## config.mk

```make
export PLATFORM = sky130hd
export DESIGN_NAME = divider_48by24
export DESIGN_NICKNAME = d
export VERILOG_FILES = /design/src/rtl/divider_48by24.sv
export SDC_FILE = /design/constraint.sdc
export NUM_CORES = 1
export LEC_CHECK = 0
export ABC_AREA = 1
export CORE_MARGIN = 2
export CORE_UTILIZATION = 53
export DETAILED_ROUTE_END_ITERATION = 8
export HOLD_SLACK_MARGIN = 0.06
export PLACE_DENSITY_LB_ADDON = 0.12
export REMOVE_ABC_BUFFERS = 1
export SETUP_SLACK_MARGIN = 0.5
export SLEW_MARGIN = 20
export SYNTH_ARGS = -nofsm -noshare
export SYNTH_HDL_FRONTEND = slang
export SYNTH_SLANG_ARGS = --single-unit
```

## constraint.sdc

```tcl
create_clock -name clk -period 4.7 [get_ports clk]
set_input_delay 0.94 -clock clk [delete_from_list [all_inputs] [get_ports clk]]
set_output_delay 0.94 -clock clk [all_outputs]
set_load 0.1 [all_outputs]
```

## src/rtl/divider_48by24.sv

```systemverilog
// divider_48by24: sequential radix-2 restoring divider, 48-bit dividend by
// 24-bit divisor. One quotient bit per CALC cycle under a start/done
// handshake. A zero divisor short-circuits straight to DONE with a saturated
// quotient and the low dividend bits as remainder.
module divider_48by24 (
  input  logic        clk,
  input  logic        rst,
  input  logic        start,
  input  logic [47:0] dividend,
  input  logic [23:0] divisor,
  output logic        busy,
  output logic        done,
  output logic [47:0] quotient,
  output logic [23:0] remainder,
  output logic        div_by_zero
);

  typedef enum logic [1:0] {IDLE, CALC, DONE} state_t;

  state_t      state, state_n;
  logic [47:0] dq;      // dividend shifting out the top, quotient shifting in
  logic [23:0] pr;      // partial remainder; always < divisor between steps
  logic [23:0] dvs;     // latched divisor
  logic [5:0]  cnt;     // remaining CALC steps minus one

  // One restoring step. The shifted remainder needs a 25th bit only for the
  // compare; after a conditional subtract the result always fits 24 bits, so
  // the low 24 bits of a modular subtract are exact.
  logic [24:0] pr_sh;
  logic        ge;
  logic [23:0] pr_nxt;
  logic [47:0] dq_nxt;

  assign pr_sh  = {pr, dq[47]};
  assign ge     = (pr_sh >= {1'b0, dvs});
  assign pr_nxt = pr_sh[23:0] - (ge ? dvs : 24'd0);
  assign dq_nxt = {dq[46:0], ge};

  // State register
  always_ff @(posedge clk) begin
    if (rst) state <= IDLE;
    else     state <= state_n;
  end

  // Next-state logic; start is only looked at in IDLE
  always_comb begin
    state_n = state;
    case (state)
      IDLE: if (start) state_n = (divisor == 24'd0) ? DONE : CALC;
      CALC: if (cnt == 6'd0) state_n = DONE;
      DONE: state_n = IDLE;
      default: state_n = IDLE;
    endcase
  end

  // Registered status flags, derived from the state being entered
  always_ff @(posedge clk) begin
    if (rst) begin
      busy <= 1'b0;
      done <= 1'b0;
    end else begin
      busy <= (state_n == CALC);
      done <= (state_n == DONE);
    end
  end

  // Datapath: operand capture, iteration, and result registers that only
  // change at acceptance (divide-by-zero) or at the final CALC step
  always_ff @(posedge clk) begin
    if (rst) begin
      dq          <= '0;
      pr          <= '0;
      dvs         <= '0;
      cnt         <= '0;
      quotient    <= '0;
      remainder   <= '0;
      div_by_zero <= 1'b0;
    end else begin
      case (state)
        IDLE: if (start) begin
          if (divisor == 24'd0) begin
            quotient    <= '1;
            remainder   <= dividend[23:0];
            div_by_zero <= 1'b1;
          end else begin
            dq          <= dividend;
            dvs         <= divisor;
            pr          <= '0;
            cnt         <= 6'd47;
            div_by_zero <= 1'b0;
          end
        end
        CALC: begin
          dq <= dq_nxt;
          pr <= pr_nxt;
          if (cnt == 6'd0) begin
            quotient  <= dq_nxt;
            remainder <= pr_nxt;
          end else begin
            cnt <= cnt - 6'd1;
          end
        end
        default: ;
      endcase
    end
  end

endmodule
```

==> impl_metrics.toml <==
[status]
status = "complete, no violations"

[synth]
avgSynthCellArea_um2 = 7.113
synth_top_area_frac = 0.3905
yosysUniqueCellTypes = 42
syn_area_mm2 = 0.009176
synthTopCellsByArea = "dfxtp_1 (39%), nand2_1 (11%), a21oi_1 (9.7%), nor2_1 (7.2%), ha_1 (6.7%)"
ys.warnings.count = 0
yosysTopAreaCell = "dfxtp_1"
yosysSeqAreaShare = 0.3905
syn_inst = 1290
synth_edf_count = 0
ys_seq_elements = 179
yosys_most_used_dff = "dfxtp_1"
async_reset_ff_frac = 0

[grt]
antenna_found_initial = 0
first_global_vias = 8133
gr-total-overflow = 0
grt_pass1_wl_um = 40790
grtUsageTotal = 0.2776
grt_max_degree = 97

[power]
power.leakage_nw = 4.927
peakVddDrop_mv = 0.3773
powerDensity_mw_per_mm2 = 683.8
p_total_mw = 7.746

[clocking]
cts_hold_buf = 0
numCtsBuffers = 17
cts_tree = "built"
htree_levels = 4
cts.clk_slew.worst_paths_ns = 0.08
root_buffer = "clkbuf_16"
clk_path_buf_depth = 2
clk_latency_ns = 0.44
clock_sinks = 179

[setup_path]
r2r_cells = 21
worstPathArrival_ns = 4.18
endpoint_kind = "flip-flop"
crit_fanout = 27
required_ns = 5.05
path_cells = "inv_1 -> ha_1 -> inv_1 -> nor3_1 -> nand2_1 -> nor2_1 -> nand2_1 -> nand3_1 -> buf_4 -> nand2_1 -> ha_1 -> a21oi_1 -> and2_1 -> nor3_1 -> nor2_1 -> inv_1 -> nand3_1 -> nand2_1 -> nor2_1 -> nand3b_1 -> a21oi_1"
critPathLaunchType = "flip-flop"
cp_slowest_cell = "ha_1"
critPathKind = "flip-flop to flip-flop"
slowest_delay_ns = 0.42
crit_path_frequent_cell = "nand2_1"

[worst_hold_path]
hp-class = "flip-flop to flip-flop"
min_path_cells = 2

[floorplanning]
core_area_mm2 = 0.01712
die-area_mm2 = 0.01838
die_x_um = 135.6
initial_core_util = 0.5361
num_rows = 48
io_pins = 150
die_y_um = 135.6

[sta]
slew_violations = 0
finClkSkew_ns = 0.01648
hold_slack_ns = 0.4634
post-route-period-util = 0.8147
fin_setup_tns_ns = 0
finalHoldViolations = 0
min_period_ns = 3.829
slew_headroom = 0.2981
setup_ws_ns = 0.8707
final-setup-viol-count = 0
worst_pin_slew_ns = 1.050
max_freq_ghz = 0.2611
rsz0062_at_grt = "false"

[layout]
fill_cells = 1609
postLayoutCellArea_mm2 = 0.01133
area_growth_pct = 23.45
multi_input_area_mm2 = 0.004808
layout-drive-gt1-share = 0.06921
fin_nets = 1528
seq_area_mm2 = 0.003583
diodes = 0
layout_commonest_cell = "nand2_1"
layout_common_cells = "nand2_1 (258), dfxtp_1 (179), a21oi_1 (178), nor2_1 (176), clkdlybuf4s50_1 (148)"

[placement]
numPortBuffers = 149
routabilityCongestion = 0.9325
pre_cts_ws_ns = 0.8683
hpwl_um = 17870
placed_area_mm2 = 0.01072

[job]
cap_violations = 0

[route]
drt_wl_total_um = 25280
ant_nets = 0
wire_per_inst_um = 15.41
drt_iter0_drc = 628
drtPass1Iterations = 5
vias = 8840
via_per_inst = 5.387
drc = 0
-- area by class of cell --
class | instances | share of cell area
clock inverters | 15 | 0.01601
multi-input cells | 925 | 0.4245
well taps | 225 | 0.02485
flip-flops and latches | 179 | 0.3163
repair buffers | 161 | 0.1414
inverters | 119 | 0.03943
clock buffers | 17 | 0.03755
-- Yosys cell counts (2+ instances only) --
library cell  instances
nand3b_1              2
inv_2                23
nand2_1             258
a31oi_1               8
nor4_1               13
nor4_2                2
a21oi_1             178
nand3_1              35
clkbuf_1             35
buf_1                11
o21bai_1              2
a21o_1                5
o211ai_2             20
o21ai_0             107
o21a_1                5
xnor2_1               2
o211ai_1              9
or2_2                 3
buf_2                10
xor2_1                2
inv_1                96
nor2_1              176
or2_1                 2
o211a_1               3
nor3_1               19
ha_1                 49
buf_4                 8
dfxtp_1             179
buf_12                2
nand4_1              13
and2_1                2
-- through the flow --
step | utilization | cells
2_1_floorplan | - | 1223
3_3_place_gp | 0.6264 | 1609
3_5_place_dp | 0.6264 | 1609
4_1_cts | 0.6618 | 1641
5_1_grt | 0.6618 | 1641
6_report | 0.6618 | 1641
-- per-layer routing --
metal  global-route usage  routed length [um]
met1               0.3807               11870
met2               0.4562               11700
met5                    0                   0
met3              0.04265                1346
met4              0.07465                 365
-- registers in the layout, indices dropped and copies added (netlist names) --
name,flops
busy,1
div_by_zero,1
pr,24
dq,48
dvs,24
state,2
remainder,24
done,1
cnt,6
quotient,48
-- timing repair --
| action | in CTS | in global routing |
|---|---|---|
| endpoints found under the setup margin | 0 | 3 |
| gates resized for setup | 0 | 1 |
| setup buffers | 0 | 0 |
-- cells by family after synthesis --
group,Yosys count,synth area share
and+or+nand+nor,530,0.2390
xor gates and xnor gates,4,0.003819
DFF,179,0.3905
adders and majority gates,50,0.06899
buffers and inverters,186,0.08549
AOI/OAI and AO/OA,341,0.2122
-- worst paths after layout --
check                           endpoint    start  slack [ns]
worst max register to register    pr[16]  dvs[23]        0.87
worst min-delay path              dq[24]   dq[24]        0.46
worst min register to register    dq[24]   dq[24]        0.46
worst max-delay path              pr[16]  dvs[23]        0.87
-- critical path, delay by kind of cell (launching register included) --
kind            cells  cell delay, ns
compound gates      2            0.32
buf+inv             4            0.55
flops               1            0.39
fa+ha+maj           2            0.69
simple gates       13            1.79
-- power by group --
part	switching (mW)	internal, mW	leakage (nW)
sequential	0.169	1.73	1.47
combinational	2.99	1.40	3.16
clock	0.696	0.767	0.295
total	3.85	3.90	4.93
Note: power is estimated with default switching activity, not from simulation.
